===== src/rtl/sisc_pkg.sv =====
// Shared definitions for the SISC core: opcodes, IR field layout, fetch states.
package sisc_pkg;

  localparam int SISC_PC_W    = 16;
  localparam int SISC_INSTR_W = 32;
  localparam int SISC_TIMEOUT = 15;

  localparam logic [3:0] OP_NOOP = 4'd0;
  localparam logic [3:0] OP_LOD  = 4'd1;
  localparam logic [3:0] OP_STR  = 4'd2;
  localparam logic [3:0] OP_SWP  = 4'd3;
  localparam logic [3:0] OP_BRA  = 4'd4;
  localparam logic [3:0] OP_BRR  = 4'd5;
  localparam logic [3:0] OP_BNE  = 4'd6;
  localparam logic [3:0] OP_BNR  = 4'd7;
  localparam logic [3:0] OP_ALU  = 4'd8;
  localparam logic [3:0] OP_HLT  = 4'd15;
  localparam logic [3:0] AM_IMM  = 4'd8;

  // IR field layout; rt and imm overlap (R-type vs I-type formats)
  localparam int SISC_FLD_W  = 4;
  localparam int SISC_OPC_LSB = 28;
  localparam int SISC_MM_LSB  = 24;
  localparam int SISC_RD_LSB  = 20;
  localparam int SISC_RS_LSB  = 16;
  localparam int SISC_RT_LSB  = 12;
  localparam int SISC_IMM_LSB = 0;

  typedef enum logic {
    ST_IDLE = 1'b0,
    ST_WAIT = 1'b1
  } fetch_state_t;

endpackage


===== src/rtl/sisc_pc.sv =====
// Program counter with +1 incrementer and absolute/relative branch-target mux.
module sisc_pc
  import sisc_pkg::*;
#(
  parameter int PC_W = SISC_PC_W
) (
  input  logic            i_clk,
  input  logic            i_rst,
  input  logic            i_pc_rst,
  input  logic            i_pc_write,
  input  logic            i_pc_sel,
  input  logic            i_br_sel,
  input  logic [PC_W-1:0] i_imm,
  output logic [PC_W-1:0] o_pc
);

  logic [PC_W-1:0] r_pc;
  logic [PC_W-1:0] w_pc_inc;
  logic [PC_W-1:0] w_pc_rel;
  logic [PC_W-1:0] w_pc_nxt;

  // Both adders wrap modulo 2^PC_W; imm is two's complement for relative branches.
  assign w_pc_inc = r_pc + PC_W'(1);
  assign w_pc_rel = r_pc + i_imm;

  // Next-PC select: clear beats write, increment beats branch.
  always_comb begin
    w_pc_nxt = r_pc;
    if (i_pc_rst) begin
      w_pc_nxt = '0;
    end else if (i_pc_write) begin
      if (!i_pc_sel)
        w_pc_nxt = w_pc_inc;
      else if (i_br_sel)
        w_pc_nxt = i_imm;
      else
        w_pc_nxt = w_pc_rel;
    end
  end

  // PC register.
  always_ff @(posedge i_clk) begin
    if (i_rst)
      r_pc <= '0;
    else
      r_pc <= w_pc_nxt;
  end

  assign o_pc = r_pc;

endmodule


===== src/rtl/sisc_fetch.sv =====
// SISC instruction-fetch stage: PC, imem req/ack fetch FSM with timeout, IR and field decode.
//
//   state   | meaning
//   --------+-------------------------------------------------------------
//   ST_IDLE | no fetch outstanding; ir_load captures PC and raises imem_req
//   ST_WAIT | request held at captured address until ack or timeout
module sisc_fetch
  import sisc_pkg::*;
#(
  parameter int PC_W    = SISC_PC_W,
  parameter int INSTR_W = SISC_INSTR_W,
  parameter int TIMEOUT = SISC_TIMEOUT
) (
  input  logic               i_clk,
  input  logic               i_rst,
  input  logic               i_pc_rst,
  input  logic               i_pc_write,
  input  logic               i_pc_sel,
  input  logic               i_br_sel,
  input  logic               i_ir_load,
  output logic               o_imem_req,
  output logic [PC_W-1:0]    o_imem_addr,
  input  logic [INSTR_W-1:0] i_imem_rdata,
  input  logic               i_imem_ack,
  output logic [PC_W-1:0]    o_pc_out,
  output logic [3:0]         o_opcode,
  output logic [3:0]         o_mm,
  output logic [3:0]         o_rd,
  output logic [3:0]         o_rs,
  output logic [3:0]         o_rt,
  output logic [PC_W-1:0]    o_imm,
  output logic               o_ir_valid,
  output logic               o_fetch_busy,
  output logic               o_fetch_err
);

  localparam int CNT_W = $clog2(TIMEOUT + 1);

  fetch_state_t r_state, w_state_nxt;

  logic               r_req,   w_req_nxt;
  logic [PC_W-1:0]    r_addr,  w_addr_nxt;
  logic [INSTR_W-1:0] r_ir,    w_ir_nxt;
  logic               r_valid, w_valid_nxt;
  logic               r_busy,  w_busy_nxt;
  logic               r_err,   w_err_nxt;
  logic [CNT_W-1:0]   r_cnt,   w_cnt_nxt;
  logic [PC_W-1:0]    w_pc;

  // Branch offsets/targets come straight from the IR immediate field.
  sisc_pc #(.PC_W(PC_W)) u_pc (
    .i_clk      (i_clk),
    .i_rst      (i_rst),
    .i_pc_rst   (i_pc_rst),
    .i_pc_write (i_pc_write),
    .i_pc_sel   (i_pc_sel),
    .i_br_sel   (i_br_sel),
    .i_imm      (o_imm),
    .o_pc       (w_pc)
  );

  // Fetch FSM next-state and next-register values; everything holds unless a rule fires.
  always_comb begin
    w_state_nxt = r_state;
    w_req_nxt   = r_req;
    w_addr_nxt  = r_addr;
    w_ir_nxt    = r_ir;
    w_valid_nxt = r_valid;
    w_busy_nxt  = r_busy;
    w_err_nxt   = r_err;
    w_cnt_nxt   = r_cnt;
    case (r_state)
      ST_IDLE: begin
        // Capture the pre-update PC so a same-cycle pc_write cannot skew the fetch.
        if (i_ir_load) begin
          w_addr_nxt  = w_pc;
          w_req_nxt   = 1'b1;
          w_busy_nxt  = 1'b1;
          w_valid_nxt = 1'b0;
          w_cnt_nxt   = '0;
          w_state_nxt = ST_WAIT;
        end
      end
      ST_WAIT: begin
        if (i_ir_load)
          w_err_nxt = 1'b1;
        if (i_imem_ack) begin
          w_ir_nxt    = i_imem_rdata;
          w_valid_nxt = 1'b1;
          w_req_nxt   = 1'b0;
          w_busy_nxt  = 1'b0;
          w_state_nxt = ST_IDLE;
        end else if (r_cnt == CNT_W'(TIMEOUT - 1)) begin
          // Abort: hand the control FSM a NOOP and flag the error.
          w_ir_nxt    = '0;
          w_valid_nxt = 1'b1;
          w_err_nxt   = 1'b1;
          w_req_nxt   = 1'b0;
          w_busy_nxt  = 1'b0;
          w_state_nxt = ST_IDLE;
        end else begin
          w_cnt_nxt = r_cnt + CNT_W'(1);
        end
      end
      default: w_state_nxt = ST_IDLE;
    endcase
  end

  // State register.
  always_ff @(posedge i_clk) begin
    if (i_rst)
      r_state <= ST_IDLE;
    else
      r_state <= w_state_nxt;
  end

  // Fetch datapath registers; rst abandons any in-flight fetch.
  always_ff @(posedge i_clk) begin
    if (i_rst) begin
      r_req   <= 1'b0;
      r_addr  <= '0;
      r_ir    <= '0;
      r_valid <= 1'b0;
      r_busy  <= 1'b0;
      r_err   <= 1'b0;
      r_cnt   <= '0;
    end else begin
      r_req   <= w_req_nxt;
      r_addr  <= w_addr_nxt;
      r_ir    <= w_ir_nxt;
      r_valid <= w_valid_nxt;
      r_busy  <= w_busy_nxt;
      r_err   <= w_err_nxt;
      r_cnt   <= w_cnt_nxt;
    end
  end

  assign o_imem_req   = r_req;
  assign o_imem_addr  = r_addr;
  assign o_pc_out     = w_pc;
  assign o_ir_valid   = r_valid;
  assign o_fetch_busy = r_busy;
  assign o_fetch_err  = r_err;

  assign o_opcode = r_ir[SISC_OPC_LSB +: SISC_FLD_W];
  assign o_mm     = r_ir[SISC_MM_LSB  +: SISC_FLD_W];
  assign o_rd     = r_ir[SISC_RD_LSB  +: SISC_FLD_W];
  assign o_rs     = r_ir[SISC_RS_LSB  +: SISC_FLD_W];
  assign o_rt     = r_ir[SISC_RT_LSB  +: SISC_FLD_W];
  assign o_imm    = r_ir[SISC_IMM_LSB +: PC_W];

endmodule

===== config.mk =====
export PLATFORM = sky130hd
export DESIGN_NAME = sisc_fetch
export DESIGN_NICKNAME = d
export VERILOG_FILES = /design/src/rtl/sisc_pkg.sv /design/src/rtl/sisc_pc.sv /design/src/rtl/sisc_fetch.sv
export SDC_FILE = /design/constraint.sdc
export NUM_CORES = 1
export LEC_CHECK = 0
export BUFFER_PORTS_ARGS = -buffer_cell sky130_fd_sc_hd__buf_2
export CAP_MARGIN = 20
export CELL_PAD_IN_SITES_DETAIL_PLACEMENT = 1
export CELL_PAD_IN_SITES_GLOBAL_PLACEMENT = 1
export CORE_UTILIZATION = 40
export CTS_BUF_LIST = sky130_fd_sc_hd__clkbuf_4 sky130_fd_sc_hd__clkbuf_8
export DETAILED_ROUTE_END_ITERATION = 6
export PLACE_DENSITY_LB_ADDON = 0.1
export SLEW_MARGIN = 20
export SYNTH_ARGS = -nofsm -noshare
export SYNTH_HDL_FRONTEND = slang
export SYNTH_SLANG_ARGS = --single-unit

===== constraint.sdc =====
create_clock -name i_clk -period 3.2 [get_ports i_clk]
set_clock_uncertainty 0.05 [all_clocks]
set_input_delay 0.16 -clock i_clk [delete_from_list [all_inputs] [get_ports i_clk]]
set_output_delay 0.16 -clock i_clk [all_outputs]
set_load 0.05 [all_outputs]

==> flow_metrics.env, run 1 <==
export IMPL_overflow=0
export IMPL_cap_violations=0
export IMPL_status="finished, final reports clean"
export IMPL_gp_congestion=0.933
export IMPL_core_area_sq_mm=0.00937
export IMPL_finalMaxSlewViolations=0
export IMPL_avgViaCountPerCell=5.78
export IMPL_syn_area_sq_mm=0.00391
export IMPL_hold_start="i_ir_load"
export IMPL_drc=0
export IMPL_grt_pass1_vias=4312
export IMPL_n_antenna_cell=0
export IMPL_hpwl_microns=9300
export IMPL_rsz0062_at_grt="no"
export IMPL_io_pins=112
export IMPL_path_buf_inv=0
export IMPL_die_h_microns=101
export IMPL_setup_slack_ns=0.606
export IMPL_r2r_cells=7
export IMPL_synth_nets=509
export IMPL_placed_cells=666
export IMPL_r2r_end="u_pc.o_pc[8]$_SDFFE_PP0P_"
export IMPL_min_period_ns=2.59
export IMPL_first_pass_iters=4
export IMPL_critPathArrivalTime_ns=2.79
export IMPL_path_clk_slew_ns=0.08
export IMPL_synth_edf_count=0
export IMPL_ys_warn_count=0
export IMPL_grt_antenna_before_repair=0
export IMPL_htree_levels=3
export IMPL_ir_drop_mv=0.233
export IMPL_fin_crit_sh=0.811
export IMPL_die_width_microns=101
export IMPL_start_util=0.417
export IMPL_p_leak_nw=2.21
export IMPL_worst_path_max_delay_cell="fa_1"
export IMPL_ff2ff_setup_slack_ns=0.61
export IMPL_synth_cells=450
export IMPL_ys_seq_area_frac=0.368
export IMPL_synth_top_area_share=0.368
export IMPL_synthToLayoutAreaGrowth_pct=29.9
export IMPL_routedWlPerCell_microns=19.4
export IMPL_worst_pin_slew_ns=0.765
export IMPL_hold_depth=4
export IMPL_insertion_delay_ns=0.36
export IMPL_pwr_density_cell_mw_per_mm2=417
export IMPL_start_kind="register"
export IMPL_yosysUniqueCellTypes=72
export IMPL_cp_end_kind="register"
export IMPL_clockRootBuffer="clkbuf_8"
export IMPL_ys_top_cells_by_count="72 x dfxtp_1, 53 x nand2_1, 44 x a21oi_1, 32 x a22o_1, 28 x nor2_1"
export IMPL_clockBufferDepth=2
export IMPL_wirelength_microns=13800
export IMPL_grt_usage=0.284
export IMPL_min_path_type="primary input to register"
export IMPL_drive_above_1_share=0.277
export IMPL_max_freq_mhz=386
export IMPL_slew_headroom=0.489
export IMPL_route_vias_total=4127
export IMPL_report_power_total_w=0.00212
export IMPL_cts_tree="yes"
export IMPL_synth_flop_cell="dfxtp_1"
export IMPL_synth_ff_latch_count=72
export IMPL_crit_type="register to register"
export IMPL_yosys_area_top_type="dfxtp_1"
export IMPL_synth_async_reset_ratio=0
export IMPL_whs_endpoint="o_fetch_err$_SDFFE_PP0P_"
export IMPL_timing_hold_ws_ns=0.101
export IMPL_setup_viol=0
export IMPL_stdcell_count=714
export IMPL_synth_area_top_cells="dfxtp_1 37%, a22o_1 7.2%, ha_1 5.8%, a21oi_1 5.6%, nand2_1 5.1%"
export IMPL_cp_cell_sequence="ha_1 > fa_1 > a211oi_2 > o21bai_1 > a221oi_2 > xor2_1 > a2111oi_2"
export IMPL_grt_pass1_wl_microns=22200
export IMPL_rows=35
export IMPL_r2r_start="u_pc.o_pc[0]$_SDFFE_PP0P_"
export IMPL_avgSynthCellArea_sq_um=8.69
export IMPL_fp_dieArea_sq_mm=0.0102
export IMPL_yosysMostFrequentCell="dfxtp_1"
export IMPL_tns_ns=0
export IMPL_critPathRequiredTime_ns=3.40
export IMPL_fin_nets=639
export IMPL_clock_sinks=72
export IMPL_ant_nets=0
export IMPL_finalHoldViolations=0
export IMPL_portBuffers=111
export IMPL_path_delay_family="compound AO/OA/AOI/OAI gates"
export IMPL_grt_max_degree=34
export IMPL_cp_max_fo=8
export IMPL_postCtsSetupRepairBufs=0
export IMPL_drt_initial_drc_count=120
export IMPL_cts_buffers=9
export IMPL_slowest_delay_ns=0.45
export IMPL_pre_cts_ws_ns=0.640
[what timing repair did]
action / in CTS / in global routing
resized for setup: 0 / 0
hold buffers: 32 / 0
hold endpoints to repair: 32 / 0
[tightest hold or removal path: stages]
cell,delay (ns)
buf_2,0.09
o21bai_1,0.10
a21oi_1,0.06
nor2_1,0.07
[power by group]
| part | switching, W | leakage, nW | internal [W] |
|---|---|---|---|
| sequential | 0.0000271 | 0.584 | 0.000920 |
| combinational | 0.000229 | 1.52 | 0.000115 |
| clock | 0.000375 | 0.114 | 0.000452 |
[cell usage in the layout, fill, tap and decap left out, drive strengths merged, types with 6 or more instances in the layout]
master,netlist,layout
clkbuf,18,10
nand3,15,15
dlygate4sd3,0,32
buf,13,118
a211oi,7,7
nand2,54,54
dfxtp,72,72
xor2,8,8
o21a,7,7
a21oi,46,46
and3,6,6
nor3,14,14
ha,18,18
o21ai,22,22
nor2,28,28
inv,6,7
a22o,32,32
[worst max-delay path by stage]
stage,startpoint,end,cells past startpoint
after floorplan,u_pc.o_pc[0]$_SDFFE_PP0P_,u_pc.o_pc[8]$_SDFFE_PP0P_,7
after global placement,u_pc.o_pc[0]$_SDFFE_PP0P_,u_pc.o_pc[8]$_SDFFE_PP0P_,7
after detailed placement,u_pc.o_pc[0]$_SDFFE_PP0P_,u_pc.o_pc[8]$_SDFFE_PP0P_,7
after CTS,u_pc.o_pc[0]$_SDFFE_PP0P_,u_pc.o_pc[8]$_SDFFE_PP0P_,7
after global routing,u_pc.o_pc[0]$_SDFFE_PP0P_,u_pc.o_pc[8]$_SDFFE_PP0P_,7
final,u_pc.o_pc[0]$_SDFFE_PP0P_,u_pc.o_pc[8]$_SDFFE_PP0P_,7
[metal layers]
metal  track usage  vias up  share of wire
met4        0.0814        0          0.012
li1              -     1942              -
met1         0.340     2046           0.42
met2         0.518      122           0.52
met5             0        -              0
met3        0.0485       17          0.046
[through the flow]
step	util	instance area (sq um)
after floorplan	-	3910
after global placement	0.484	4540
after detailed placement	0.484	4540
after CTS	0.542	5080
after global routing	0.542	5080
final	0.542	5080
[kinds of logic (layout without fill, tap and decap cells)]
group,Yosys count,after routing,synth area share
buf+inv,38,173,0.0444
xor+xnor,11,11,0.0246
compound gates,163,163,0.309
simple gates,141,141,0.175
fa+ha+maj,19,19,0.0627
flops,72,72,0.368
mux,6,6,0.0157
[state kept, by name (all words and copies together), names as in the netlist]
name,count
o_fetch_err,1
o_fetch_busy,1
r_cnt,4
r_state,1
o_imem_addr,16
o_ir_valid,1
r_ir,32
u_pc.o_pc,16
[cell type report]
class                   instances  area, sq um
repair buffers                150          928
clock buffers                  10          131
multi-input cells             340         2300
well taps                     129          161
fillers                      1178         4290
flip-flops and latches         72         1440
clock inverters                 6         91.3
inverters                       7         26.3
(Power assumes the default switching activity.)
==> run 2, diff against run 1 <==
- ABC_AREA: unset -> 1
- CORE_UTILIZATION: 40 -> 38
- clock period: 3.2 -> 2.4 ns (I/O delays scaled with it)
==> flow_metrics.env, run 2 <==
export IMPL_status="finished, final reports clean"
export IMPL_grt_usage=0.260
export IMPL_power_frac_comb=0.214
export IMPL_rows=36
export IMPL_synth_async_reset_ratio=0
export IMPL_synth_ff_latch_count=72
export IMPL_cts_tree="yes"
export IMPL_synth_area_top_cells="dfxtp_1 36%, nand2_1 10%, a21oi_1 7.9%, inv_1 7.1%, o21ai_0 6.4%"
export IMPL_first_pass_iters=4
export IMPL_htree_levels=3
export IMPL_drive_above_1_share=0.221
export IMPL_finalHoldViolations=0
export IMPL_clockRootBuffer="clkbuf_8"
export IMPL_cap_violations=0
export IMPL_avgSynthCellArea_sq_um=6.88
export IMPL_start_util=0.399
export IMPL_yosysMostFrequentCell="nand2_1"
export IMPL_synth_nets=636
export IMPL_pwr_density_cell_mw_per_mm2=575
export IMPL_clock_sinks=72
export IMPL_syn_area_sq_mm=0.00397
export IMPL_synth_xor_area_frac=0.0221
export IMPL_insertion_delay_ns=0.35
export IMPL_fin_crit_sh=0.863
export IMPL_routedWlPerCell_microns=15.9
export IMPL_r2r_start="u_pc.o_pc[0]$_SDFFE_PP0P_"
export IMPL_p_leak_nw=2.50
export IMPL_largest_register="r_ir"
export IMPL_critPathArrivalTime_ns=2.26
export IMPL_ir_drop_mv=0.220
export IMPL_overflow=0
export IMPL_largest_reg_flops=32
export IMPL_finalMaxSlewViolations=0
export IMPL_core_area_sq_mm=0.00995
export IMPL_gp_congestion=0.904
export IMPL_netSwitchingFraction=0.324
export IMPL_min_path_type="primary input to register"
export IMPL_grt_pass1_vias=4368
export IMPL_die_width_microns=104
export IMPL_synth_compound_area_frac=0.220
export IMPL_placed_cells=808
export IMPL_power_frac_clock=0.356
export IMPL_ys_seq_area_frac=0.363
export IMPL_critPathRequiredTime_ns=2.59
export IMPL_p_seq_frac=0.430
export IMPL_muxShareOfSynthArea=0
export IMPL_yosys_area_share_simple=0.222
export IMPL_io_pins=112
export IMPL_yosysUniqueCellTypes=34
export IMPL_route_vias_total=4394
export IMPL_wirelength_microns=13600
export IMPL_synth_top_family_by_area="simple AND/OR/NAND/NOR gates"
export IMPL_rsz0062_at_grt="no"
export IMPL_switchingPower_w=0.000974
export IMPL_fin_nets=778
export IMPL_die_h_microns=104
export IMPL_ant_nets=0
export IMPL_setup_viol=0
export IMPL_cp_max_fo=7
export IMPL_fp_dieArea_sq_mm=0.0109
export IMPL_layout_commonest_cell="buf_2"
export IMPL_synthToLayoutAreaGrowth_pct=31.7
export IMPL_drc=0
export IMPL_synth_flop_cell="dfxtp_1"
export IMPL_ys_top_cells_by_count="110 x nand2_1, 75 x inv_1, 72 x dfxtp_1, 63 x a21oi_1, 51 x o21ai_0"
export IMPL_layout_common_cells="111 x buf_2, 110 x nand2_1, 75 x inv_1"
export IMPL_portBuffers=111
export IMPL_crit_type="register to register"
export IMPL_slew_headroom=0.509
export IMPL_internal_power_w=0.00203
export IMPL_cts_buffers=9
export IMPL_start_kind="register"
export IMPL_synth_fa_ha_area_frac=0.0618
export IMPL_synth_edf_count=0
export IMPL_hpwl_microns=9640
export IMPL_n_antenna_cell=0
export IMPL_worst_pin_slew_ns=0.736
export IMPL_hold_start="i_ir_load"
export IMPL_path_clk_slew_ns=0.08
export IMPL_yosys_area_top_type="dfxtp_1"
export IMPL_avgViaCountPerCell=5.13
export IMPL_grt_max_degree=37
export IMPL_grt_pass1_wl_microns=22400
export IMPL_grt_antenna_before_repair=0
export IMPL_stdcell_count=857
export IMPL_synth_top_area_share=0.363
export IMPL_min_period_ns=2.07
export IMPL_tns_ns=0
export IMPL_ys_warn_count=0
export IMPL_synth_cells=577
export IMPL_cp_end_kind="register"
export IMPL_max_freq_mhz=483
export IMPL_drt_initial_drc_count=210
export IMPL_crit_start="u_pc.o_pc[0]$_SDFFE_PP0P_"
export IMPL_clockBufferDepth=2
export IMPL_cts_resized=0
export IMPL_fillers=1323
==> run 2: changes by cell type in the layout (fill, tap and decap cells not counted), sizes merged, moves of 6 or more <==
cell	delta
a211oi	-6
a21oi	+17
a22o	-32
buf	+9
inv	+71
nand2	+58
nand3	+13
nor2	+24
nor3	-6
o21ai	+32
o22ai	+30
==> run 2: layer usage <==
metal / vias up / wire [microns] / global-route usage
met5: - / 0 / 0
met4: 0 / 127 / 0.0622
met3: 8 / 437 / 0.0376
met2: 96 / 6490 / 0.439
met1: 2101 / 6590 / 0.347
li1: 2189 / - / -
==> run 2: per-stage QoR <==
step / hold WS (ns) / total power [W] / setup slack (ns) / utilization / instance area [sq um]
after floorplan: 0.228 / 0.00174 / 0.308 / - / 3970
after global placement: 0.334 / 0.00190 / 0.437 / 0.470 / 4680
after detailed placement: 0.341 / 0.00191 / 0.358 / 0.470 / 4680
after CTS: 0.0422 / 0.00302 / 0.336 / 0.525 / 5230
after global routing: 0.105 / 0.00315 / 0.0547 / 0.525 / 5230
final: 0.0555 / 0.00301 / 0.329 / 0.525 / 5230
==> run 2: critical path: stages, from the launching register on <==
cell,delay [ns]
dfxtp_1,0.39
ha_1,0.27
fa_1,0.39
nand2_1,0.12
nand2_1,0.06
nand2_1,0.05
nand2_1,0.10
nand3_1,0.09
nand3_1,0.10
nand2_1,0.07
nand2_1,0.04
o21ai_0,0.15
a21oi_1,0.08
==> run 2: cell type report <==
cell class | instances | area (sq um) | area share
clock inverter | 7 | 93.8 | 0.0179
sequential | 72 | 1440 | 0.276
inverter | 79 | 297 | 0.0567
multi-input combinational | 397 | 2090 | 0.399
clock buffer | 9 | 124 | 0.0237
timing repair buffer | 160 | 1020 | 0.195
tap | 133 | 166 | 0.0318
==> run 2: path summary, 6_finish.rpt <==
path	to	cells after the start	slack, ns
worst min-delay path	o_fetch_err$_SDFFE_PP0P_	5	0.06
worst max register to register	u_pc.o_pc[12]$_SDFFE_PP0P_	12	0.33
worst max-delay path	u_pc.o_pc[12]$_SDFFE_PP0P_	12	0.33
worst min register to register	r_ir[30]$_SDFFE_PP0P_	2	0.41
==> run 2: cells by family after synthesis <==
family | Yosys count
flip-flops | 72
XOR/XNOR | 10
AO/OA/AOI/OAI | 162
buffers and inverters | 108
AND/OR/NAND/NOR | 206
adder cells (fa/ha/maj) | 19
==> run 2: repair_timing <==
action                                 4_1_cts  5_1_grt
endpoints found under the hold margin       36        0
setup buffers                                0        0
hold buffers                                33        0
==> run 2: power by group through the flow <==
| stage | Combinational (W) | Sequential, W | Clock, W |
|---|---|---|---|
| 6_report | 0.000644 | 0.00129 | 0.00107 |
| 5_1_grt | 0.000698 | 0.00130 | 0.00115 |
| 4_1_cts | 0.000640 | 0.00129 | 0.00109 |
| 3_5_place_dp | 0.000595 | 0.00132 | 0 |
| 3_3_place_gp | 0.000584 | 0.00132 | 0 |
| 2_1_floorplan | 0.000240 | 0.00150 | 0 |
==> run 3, diff against run 2 <==
- REMOVE_ABC_BUFFERS: unset -> 1
==> flow_metrics.env, run 3 (synthesis results as in run 2) <==
export IMPL_avgViaCountPerCell=5.10
export IMPL_max_freq_mhz=477
export IMPL_clockBufferDepth=2
export IMPL_worst_pin_slew_ns=0.488
export IMPL_path_clk_slew_ns=0.09
export IMPL_finalHoldViolations=0
export IMPL_pwr_density_cell_mw_per_mm2=545
export IMPL_crit_type="register to register"
export IMPL_tns_ns=0
export IMPL_min_period_ns=2.10
export IMPL_r2r_cells=12
export IMPL_r2r_end="u_pc.o_pc[12]$_SDFFE_PP0P_"
export IMPL_clockRootBuffer="clkbuf_8"
export IMPL_hpwl_microns=9620
export IMPL_cp_end_kind="register"
export IMPL_cp_cell_sequence="ha_1 > fa_1 > nand2_1 > nand2_1 > nand2_1 > nand2_1 > nand3_1 > nand3_1 > nand2_1 > nand2_1 > o21ai_0 > a21oi_1"
export IMPL_cap_violations=0
export IMPL_path_delay_family="simple AND/OR/NAND/NOR gates"
export IMPL_min_path_type="primary input to register"
export IMPL_path_buf_inv=0
export IMPL_portBuffers=111
export IMPL_slew_headroom=0.675
export IMPL_setup_viol=0
export IMPL_fp_dieArea_sq_mm=0.0109
export IMPL_rsz0062_at_grt="no"
export IMPL_start_util=0.399
export IMPL_path_common_cell="nand2_1"
export IMPL_status="finished, final reports clean"
export IMPL_routedWlPerCell_microns=15.1
export IMPL_cts_tree="yes"
export IMPL_drive_above_1_share=0.219
export IMPL_grtUsageMet3=0.0439
export IMPL_cts_resized=0
export IMPL_htree_levels=3
export IMPL_rows=36
export IMPL_cts_buffers=9
export IMPL_insertion_delay_ns=0.36
export IMPL_hold_start="i_imem_rdata[9]"
export IMPL_report_power_total_w=0.00281
export IMPL_fillers=1339
export IMPL_die_width_microns=104
export IMPL_largest_reg_flops=32
export IMPL_cp_max_fo=7
export IMPL_ff2ff_setup_slack_ns=0.30
export IMPL_wirelength_microns=12900
export IMPL_finalMaxSlewViolations=0
export IMPL_ctsHoldBuffers=32
export IMPL_drt_initial_drc_count=109
export IMPL_route_vias_total=4353
export IMPL_first_pass_iters=4
export IMPL_postCtsSetupRepairBufs=0
export IMPL_gp_congestion=0.883
export IMPL_grt_antenna_before_repair=0
export IMPL_grt_pass1_vias=4503
export IMPL_worst_path_max_delay_cell="dfxtp_1"
export IMPL_hold_depth=3
export IMPL_drc=0
export IMPL_grtUsageMet2=0.450
export IMPL_largest_register="r_ir"
export IMPL_synthToLayoutAreaGrowth_pct=30.0
export IMPL_critPathRequiredTime_ns=2.59
export IMPL_ant_nets=0
export IMPL_fin_crit_sh=0.874
export IMPL_core_area_sq_mm=0.00995
export IMPL_clock_sinks=72
export IMPL_layout_common_cells="111 x buf_2, 110 x nand2_1, 75 x inv_1"
export IMPL_grt_max_degree=49
export IMPL_whs_endpoint="r_ir[9]$_SDFFE_PP0P_"
export IMPL_grt_pass1_wl_microns=21600
export IMPL_grt_usage=0.246
export IMPL_overflow=0
export IMPL_use_met1=0.287
export IMPL_die_h_microns=104
export IMPL_layout_commonest_cell="buf_2"
export IMPL_top_usage_layer="met2"
export IMPL_p_leak_nw=2.46
export IMPL_ir_drop_mv=0.302
export IMPL_io_pins=112
export IMPL_fin_nets=774
export IMPL_slowest_delay_ns=0.39
export IMPL_r2r_start="u_pc.o_pc[0]$_SDFFE_PP0P_"
export IMPL_n_antenna_cell=0
export IMPL_critPathArrivalTime_ns=2.29
export IMPL_start_kind="register"
-- run 3: final cells by class --
class / instances / area (sq um) / area share
sequential: 72 / 1440 / 0.279
clock buffer: 9 / 124 / 0.0240
tap: 133 / 166 / 0.0323
inverter: 79 / 297 / 0.0575
clock inverter: 7 / 55.1 / 0.0107
timing repair buffer: 156 / 986 / 0.191
multi-input combinational: 397 / 2090 / 0.405
-- run 3: how the worst max path moves through the flow --
stage / cells after the start / slack [ns] / start / endpoint
3_3_place_gp: 12 / 0.42 / u_pc.o_pc[0]$_SDFFE_PP0P_ / u_pc.o_pc[12]$_SDFFE_PP0P_
2_1_floorplan: 13 / 0.14 / r_ir[13]$_SDFFE_PP0P_ / u_pc.o_pc[15]$_SDFFE_PP0P_
4_1_cts: 12 / 0.31 / u_pc.o_pc[0]$_SDFFE_PP0P_ / u_pc.o_pc[12]$_SDFFE_PP0P_
3_5_place_dp: 12 / 0.34 / u_pc.o_pc[0]$_SDFFE_PP0P_ / u_pc.o_pc[12]$_SDFFE_PP0P_
5_1_grt: 12 / 0.11 / u_pc.o_pc[0]$_SDFFE_PP0P_ / u_pc.o_pc[12]$_SDFFE_PP0P_
6_report: 12 / 0.30 / u_pc.o_pc[0]$_SDFFE_PP0P_ / u_pc.o_pc[12]$_SDFFE_PP0P_
-- run 3: routing by layer --
layer / up-vias / part of all wire
li1: 2181 / -
met1: 2044 / 0.44
met2: 106 / 0.50
met3: 22 / 0.042
met4: 0 / 0.019
met5: - / 0
-- run 3: power by group --
part | total [W] | switching, W | internal [W]
sequential | 0.00129 | 0.0000423 | 0.00125
clock | 0.000890 | 0.000507 | 0.000383
combinational | 0.000631 | 0.000436 | 0.000195
total | 0.00281 | 0.000985 | 0.00183
-- run 3: per-stage QoR --
step | cell area, sq um | utilization | cells | hold WS, ns | setup WS, ns
2_1_floorplan | 3830 | - | 548 | 0.139 | 0.137
3_3_place_gp | 4660 | 0.468 | 805 | 0.333 | 0.424
3_5_place_dp | 4660 | 0.468 | 805 | 0.340 | 0.340
4_1_cts | 5160 | 0.518 | 853 | 0.000156 | 0.310
5_1_grt | 5160 | 0.518 | 853 | 0.00442 | 0.108
6_report | 5160 | 0.518 | 853 | 0.00319 | 0.303
-- run 3: tightest hold or removal path, delay by kind of cell --
| family | cells | cell delay (ns) |
|---|---|---|
| buffers and inverters | 1 | 0.10 |
| AO/OA/AOI/OAI | 1 | 0.08 |
| AND/OR/NAND/NOR | 1 | 0.05 |
